File: config.mk
export PLATFORM = sky130hd
export DESIGN_NAME = cla_add_sub_pipe
export DESIGN_NICKNAME = d
export VERILOG_FILES = /design/src/rtl/cla_pkg.sv /design/src/rtl/cla_stage.sv /design/src/rtl/cla_add_sub_pipe.sv
export SDC_FILE = /design/constraint.sdc
export NUM_CORES = 1
export LEC_CHECK = 0
export BUFFER_PORTS_ARGS = -buffer_cell sky130_fd_sc_hd__clkbuf_2
export CORE_ASPECT_RATIO = 0.6
export CORE_MARGIN = 2
export CORE_UTILIZATION = 58
export DETAILED_ROUTE_END_ITERATION = 8
export GPL_TIMING_DRIVEN = 0
export HOLD_SLACK_MARGIN = 0.12
export PLACE_DENSITY = 0.85
export SLEW_MARGIN = 5
export SYNTH_ARGS = -nofsm -noshare
export SYNTH_HDL_FRONTEND = slang
export SYNTH_SLANG_ARGS = --single-unit
export TNS_END_PERCENT = 30
File: constraint.sdc
create_clock -name clk -period 7.55 [get_ports clk]
set_clock_uncertainty 0.1 [all_clocks]
set_input_delay 1.8875 -clock clk [delete_from_list [all_inputs] [get_ports clk]]
set_output_delay 1.8875 -clock clk [all_outputs]
set_load 0.02 [all_outputs]
File: src/rtl/cla_pkg.sv
// Shared definitions for the pipelined carry-lookahead adder/subtractor:
// block width, the payload carried between pipeline stages, and a block-generate helper.
package cla_pkg;

    localparam int CLA_BLK   = 4;
    localparam int CLA_MAX_W = 64;

    // Bits a stage has already resolved live in res. Bits it has not reached yet live in x and y.
    // carry is the carry into the next unresolved group.
    typedef struct packed {
        logic [CLA_MAX_W-1:0] res;
        logic [CLA_MAX_W-1:0] x;
        logic [CLA_MAX_W-1:0] y;
        logic                 carry;
        logic                 sub;
        logic                 v;
    } cla_payload_t;

    function automatic logic cla_block_g(input logic [CLA_BLK-1:0] g, input logic [CLA_BLK-1:0] p);
        return g[3] | (p[3] & g[2]) | (p[3] & p[2] & g[1]) | (p[3] & p[2] & p[1] & g[0]);
    endfunction

endpackage

File: src/rtl/cla_stage.sv
// Combinational lookahead over one group of 4-bit CLA blocks.
// Produces the group sum, the group carry-out and the carry into the group's top bit.
module cla_stage
    import cla_pkg::*;
#(
    parameter int NBLK = 1
)
(
    input  logic [NBLK*CLA_BLK-1:0] x,
    input  logic [NBLK*CLA_BLK-1:0] y,
    input  logic                    cin,
    output logic [NBLK*CLA_BLK-1:0] sum,
    output logic                    cout,
    output logic                    c_msb
);

    localparam int GW = NBLK * CLA_BLK;

    logic [GW-1:0]      gen;
    logic [GW-1:0]      prop;
    logic [GW:0]        c;
    logic [CLA_BLK-1:0] blk_g;
    logic [CLA_BLK-1:0] blk_p;
    logic               blk_c;

    assign gen  = x & y;
    assign prop = x ^ y;

    // Each block's carry-out comes straight from its block generate/propagate.
    // Carries inside a block are expanded two-level lookahead terms.
    always_comb begin
        c     = '0;
        blk_g = '0;
        blk_p = '0;
        blk_c = 1'b0;
        c[0]  = cin;
        for (int b = 0; b < NBLK; b++) begin
            blk_g = gen[b*CLA_BLK +: CLA_BLK];
            blk_p = prop[b*CLA_BLK +: CLA_BLK];
            blk_c = c[b*CLA_BLK];
            c[b*CLA_BLK+1] = blk_g[0] | (blk_p[0] & blk_c);
            c[b*CLA_BLK+2] = blk_g[1] | (blk_p[1] & blk_g[0]) | (blk_p[1] & blk_p[0] & blk_c);
            c[b*CLA_BLK+3] = blk_g[2] | (blk_p[2] & blk_g[1]) | ((&blk_p[2:1]) & blk_g[0])
                           | ((&blk_p[2:0]) & blk_c);
            c[b*CLA_BLK+4] = cla_block_g(blk_g, blk_p) | ((&blk_p) & blk_c);
        end
    end

    assign sum   = prop ^ c[GW-1:0];
    assign cout  = c[GW];
    assign c_msb = c[GW-1];

endmodule

File: src/rtl/cla_add_sub_pipe.sv
// Pipelined W-bit adder/subtractor built from 4-bit CLA blocks, resolved LSB group first.
// It has a valid/ready handshake on both sides and one global stall.
module cla_add_sub_pipe
    import cla_pkg::*;
#(
    parameter int W      = 16,
    parameter int STAGES = 2
)
(
    input  logic         clk,
    input  logic         rst,
    input  logic         in_valid,
    output logic         in_ready,
    input  logic         sub,
    input  logic         cin,
    input  logic [W-1:0] x,
    input  logic [W-1:0] y,
    output logic         out_valid,
    input  logic         out_ready,
    output logic [W-1:0] out,
    output logic         cout,
    output logic         v
);

    localparam int NBLK = W / CLA_BLK;
    localparam int BPS  = NBLK / STAGES;
    localparam int GW   = BPS * CLA_BLK;

    if (W < CLA_BLK || (W % CLA_BLK) != 0 || W > CLA_MAX_W || STAGES < 1 ||
        STAGES > NBLK || (NBLK % STAGES) != 0) begin : g_bad_params
        $error("cla_add_sub_pipe: illegal W=%0d STAGES=%0d", W, STAGES);
    end

    cla_payload_t      in_pl;
    cla_payload_t      src  [1:STAGES];
    cla_payload_t      nxt  [1:STAGES];
    cla_payload_t      pipe [1:STAGES];
    logic [STAGES:1]   vld;
    logic              advance;
    logic [GW-1:0]     grp_x    [1:STAGES];
    logic [GW-1:0]     grp_y    [1:STAGES];
    logic [GW-1:0]     grp_sum  [1:STAGES];
    logic              grp_cout [1:STAGES];
    logic              grp_cmsb [1:STAGES];

    // Subtraction is x + ~y with carry-in flipped, so cin acts as a borrow-in.
    always_comb begin
        in_pl         = '0;
        in_pl.x[W-1:0] = x;
        in_pl.y[W-1:0] = y;
        in_pl.carry   = cin ^ sub;
        in_pl.sub     = sub;
    end

    always_comb begin
        src[1] = in_pl;
        for (int s = 2; s <= STAGES; s++) begin
            src[s] = pipe[s-1];
        end
    end

    for (genvar s = 1; s <= STAGES; s++) begin : g_stage
        assign grp_x[s] = src[s].x[(s-1)*GW +: GW];
        assign grp_y[s] = src[s].sub ? ~src[s].y[(s-1)*GW +: GW] : src[s].y[(s-1)*GW +: GW];

        cla_stage #(.NBLK(BPS)) u_stage (
            .x     (grp_x[s]),
            .y     (grp_y[s]),
            .cin   (src[s].carry),
            .sum   (grp_sum[s]),
            .cout  (grp_cout[s]),
            .c_msb (grp_cmsb[s])
        );
    end

    // Only the last stage's v matters, because its group holds bit W-1.
    always_comb begin
        for (int s = 1; s <= STAGES; s++) begin
            nxt[s]                       = src[s];
            nxt[s].res[(s-1)*GW +: GW]   = grp_sum[s];
            nxt[s].carry                 = grp_cout[s];
            nxt[s].v                     = grp_cmsb[s] ^ grp_cout[s];
        end
    end

    assign advance  = !out_valid || out_ready;
    assign in_ready = advance || rst;

    always_ff @(posedge clk) begin
        if (rst) begin
            vld <= '0;
            for (int s = 1; s <= STAGES; s++) begin
                pipe[s] <= '0;
            end
        end else if (advance) begin
            vld[1] <= in_valid;
            for (int s = 2; s <= STAGES; s++) begin
                vld[s] <= vld[s-1];
            end
            for (int s = 1; s <= STAGES; s++) begin
                pipe[s] <= nxt[s];
            end
        end
    end

    assign out_valid = vld[STAGES];
    assign out       = pipe[STAGES].res[W-1:0];
    assign cout      = pipe[STAGES].carry;
    assign v         = pipe[STAGES].v;

endmodule
==> results list <==
- Counting along the longest clock path gives a buffer depth of 2.
- Ratio of routed vias to standard cells: 4.91
- CTS resizes: 0
- Entering global routing, the biggest net connects 32 pins.
- For this run, global-route usage on met3 was measured as 5.93%.
* Met1 global-route usage: 23.4%
- Final total power: 0.000640 W
- The critical path in this run is classified as input port to primary output.
* Fraction of synthesized cell area taken by the top area cell type: 52.5%
- Of the total synthesized cell area, the portion taken by full adders, half adders and majority gates is 11.1%.
- Sum of negative setup slack: 0 ns
- Relative to the synthesized area, the layout overhead comes to 18.7%.
* Most frequent standard cell in the layout excluding fill and tap cells: clkbuf_2
- Initial drt markers: 56
- Counting the buffers created by CTS gives 5.
* Ratio of cells with drive above 1 in the final layout: 30.0%
* Ports: 58
* Post-synth top area cell: edfxtp_1
- The synthesized netlist devotes 6.77% of its cell area to compound gates.
- Clock tree sinks: 46
- Post-layout minimum cycle time: 4.64 ns
- At the worst endpoint, the required time is 5.56 ns.
- Synthesis inferred 46 register bits.
* Number of library cell types mapped by synthesis: 36
- Of the available clock period, the critical path in the final layout requires 61.4%.
* Ant diodes: 0
* Initial standard-cell utilization of the core: 60.7%
- For this design the static power due to leakage is 1.40 nW.
- HPWL reported at the end of detailed placement: 3.15 mm
- STA classifies the critical path endpoint as a primary output.
* Detailed-router iteration count before antenna repair: 4
* Delay contributed by the slowest stage of the critical path: 0.26 ns
* Hold WS: 0.412 ns
- Measured along the y axis, the die boundary spans 55.0 um.
- The final count of hold timing violations is 0.
- Static timing analysis puts the maximum clock frequency at 216 MHz.
- Routed wirelength normalized by instance count: 13.1 um
- Once detail routing completed, the nets flagged for antenna violations numbered 0.
* Core footprint: 4140 sq um
- For this run, global-route usage on met2 was measured as 33.1%.
* Critical path, cell by cell: clkbuf_2, nor2b_4, nand2b_2, clkbuf_2
- H-tree depth: 2
- After Yosys synthesis, XOR and XNOR cells account for 9.45% of the synthesized area.
* Family of cells with the greatest summed delay on the critical path: simple AND/OR/NAND/NOR gates
- Vias in the first global route: 1513
- Data on the critical path arrives at its endpoint at 2.65 ns.
* Slew Limit Fails: 0
- Along the worst path, the maximum fanout reaches 16.
- For flop-to-flop paths, the worst setup slack is 4.90 ns.
- Remaining global-route overflow: 0
* Sequential share of the synthesized area: 54.1%
* Total of buffers placed on input and output ports: 56
* Worst setup margin: 2.91 ns
- Number of setup buffers added after CTS: 0
- Multiplexer cells account for 1.39% of the synthesized area.
- TritonCTS clock tree: yes
* Post-synthesis instance area: 2510 sq um
* Cell repeated most along the worst path: clkbuf_2
* Overall die area: 4900 sq um
* Setup repair after global routing missed its margin: no
- Antenna violations before repair: 0
- Number of warnings printed during yosys synthesis: 0
- Transition time at the pin with the least slew margin: 0.558 ns
- Number of DRC violations after detailed routing: 0
- Root buffer selected by CTS: clkbuf_8
* Number of enable-type register cells in the synthesized netlist: 44
- For this run, asynchronously set or reset flops after synthesis account for 0%.
- Status: finished clean
- The routed design has 4.22 mm of wire.
- Maximum Capacitance Violations: 0
* Grt peak-use layer: met2
- FP Rows: 18
* Main combinational cell family by area after synthesis: simple AND/OR/NAND/NOR gates
* Clock insertion delay at the later pin of the skew report: 0.30 ns
- Gr usage total: 19.0%
- Clock transition at the registers of the reported paths: 0.08 ns
- Counting both buffers and inverters, the worst setup path holds a total of 2.
- Gp weighted congestion: 0.757
- In the layout the commonest cells are clkbuf_2 (56), edfxtp_1 (44), and2_1 (27).
- At the placement stage, the worst setup path has a slack of 2.91 ns.
- Final Net Count: 320
- Post-synthesis net count: 256
- The first global-routing pass estimated 6.76 mm of wire.
* Floorplan die width: 89.0 um
- The average instance in the mapped netlist occupies 12.7 sq um.
- The synthesized netlist devotes 14.5% of its cell area to simple gates.
- In this run the worst hold path is classified as flip-flop to flip-flop.
- Launching element type of the critical path: input port
- Top FF cell, synth: edfxtp_1
- By area the synthesized netlist is led by edfxtp_1 (53%), ha_1 (8.0%), xor2_1 (7.7%), and2_1 (6.7%), fa_1 (3.2%).
- Synthesis handed over a netlist of 198 instances.
* Finish-stage setup viols: 0
- Across the VDD grid, the largest voltage drop is 133 uV.
* Standard cell with the maximum stage delay on the critical path: nand2b_2
- Headroom to the max-slew limit came out at 62.8%.
* Overall via count from detail_route: 1587
- Hold bufs inserted after CTS: 0
- Pwr/cell area: 215 nW/um^2
[layout make-up]
cell class / count / area [sq um]
Clock inverter: 1 / 5.00
Timing Repair Buffer: 57 / 300
Sequential cell: 46 / 1360
Clock buffer: 7 / 86.3
Inverter: 8 / 30.0
Tap cell: 60 / 75.1
Multi-Input combinational cell: 137 / 1090
Fill cell: 306 / 1160
Buffer: 7 / 35.0
[through the flow]
| step | instances | util [%] | cell area (sq um) |
|---|---|---|---|
| 6_report | 323 | 72.0 | 2980 |
| 5_1_grt | 323 | 72.0 | 2980 |
| 2_1_floorplan | 198 | - | 2510 |
| 4_1_cts | 323 | 72.0 | 2980 |
| 3_3_place_gp | 314 | 69.3 | 2870 |
| 3_5_place_dp | 315 | 69.8 | 2890 |
[where the power goes]
part | switching [W] | internal (W)
clock network | 0.0000800 | 0.0000739
logic | 0.0000917 | 0.0000695
registers | 0.00000920 | 0.000316
[layer usage]
| metal | wire length, um | vias up |
|---|---|---|
| met2 | 2070 | 40 |
| met1 | 1870 | 722 |
| met5 | 0 | - |
| met4 | 59 | 0 |
| li1 | - | 816 |
| met3 | 221 | 9 |
[synthesized netlist by cell type (2+ instances only)]
library cell,instances
a21o_1,3
a21oi_1,5
and2_1,27
and2_4,2
clkbuf_1,5
dfxtp_1,2
edfxtp_1,44
fa_1,4
ha_1,16
inv_1,8
mux2i_1,2
nand2_1,9
nand3_1,5
nor2_1,18
o21ai_0,4
o21ai_2,2
xnor2_1,2
xor2_1,22
[registers in the layout, summed over array words and instances, names as in the netlist]
name / flops
vld: 2
pipe: 44
[path summary, 6_finish.rpt]
path | startpoint | to | cells past startpoint
worst min register to register | vld[1] | vld[1] | 2
worst min-delay path | vld[1] | vld[1] | 2
worst max-delay path | out_ready | in_ready | 4
worst max register to register | pipe[1][1] | pipe[2][144] | 9
[worst min-delay path: stages, from the launching register on]
cell and delay, ns:
dfxtp_1 0.32, inv_1 0.05, o21ai_0 0.08
[cell families (layout without fill, tap and decap cells)]
kind of cell | after synthesis | count (layout)
fa+ha+maj | 20 | 20
mux | 3 | 3
buf+inv | 15 | 80
flops | 46 | 46
simple gates | 68 | 68
compound gates | 21 | 21
xor+xnor | 25 | 25
No activity file was read; power rests on OpenSTA's default activity.
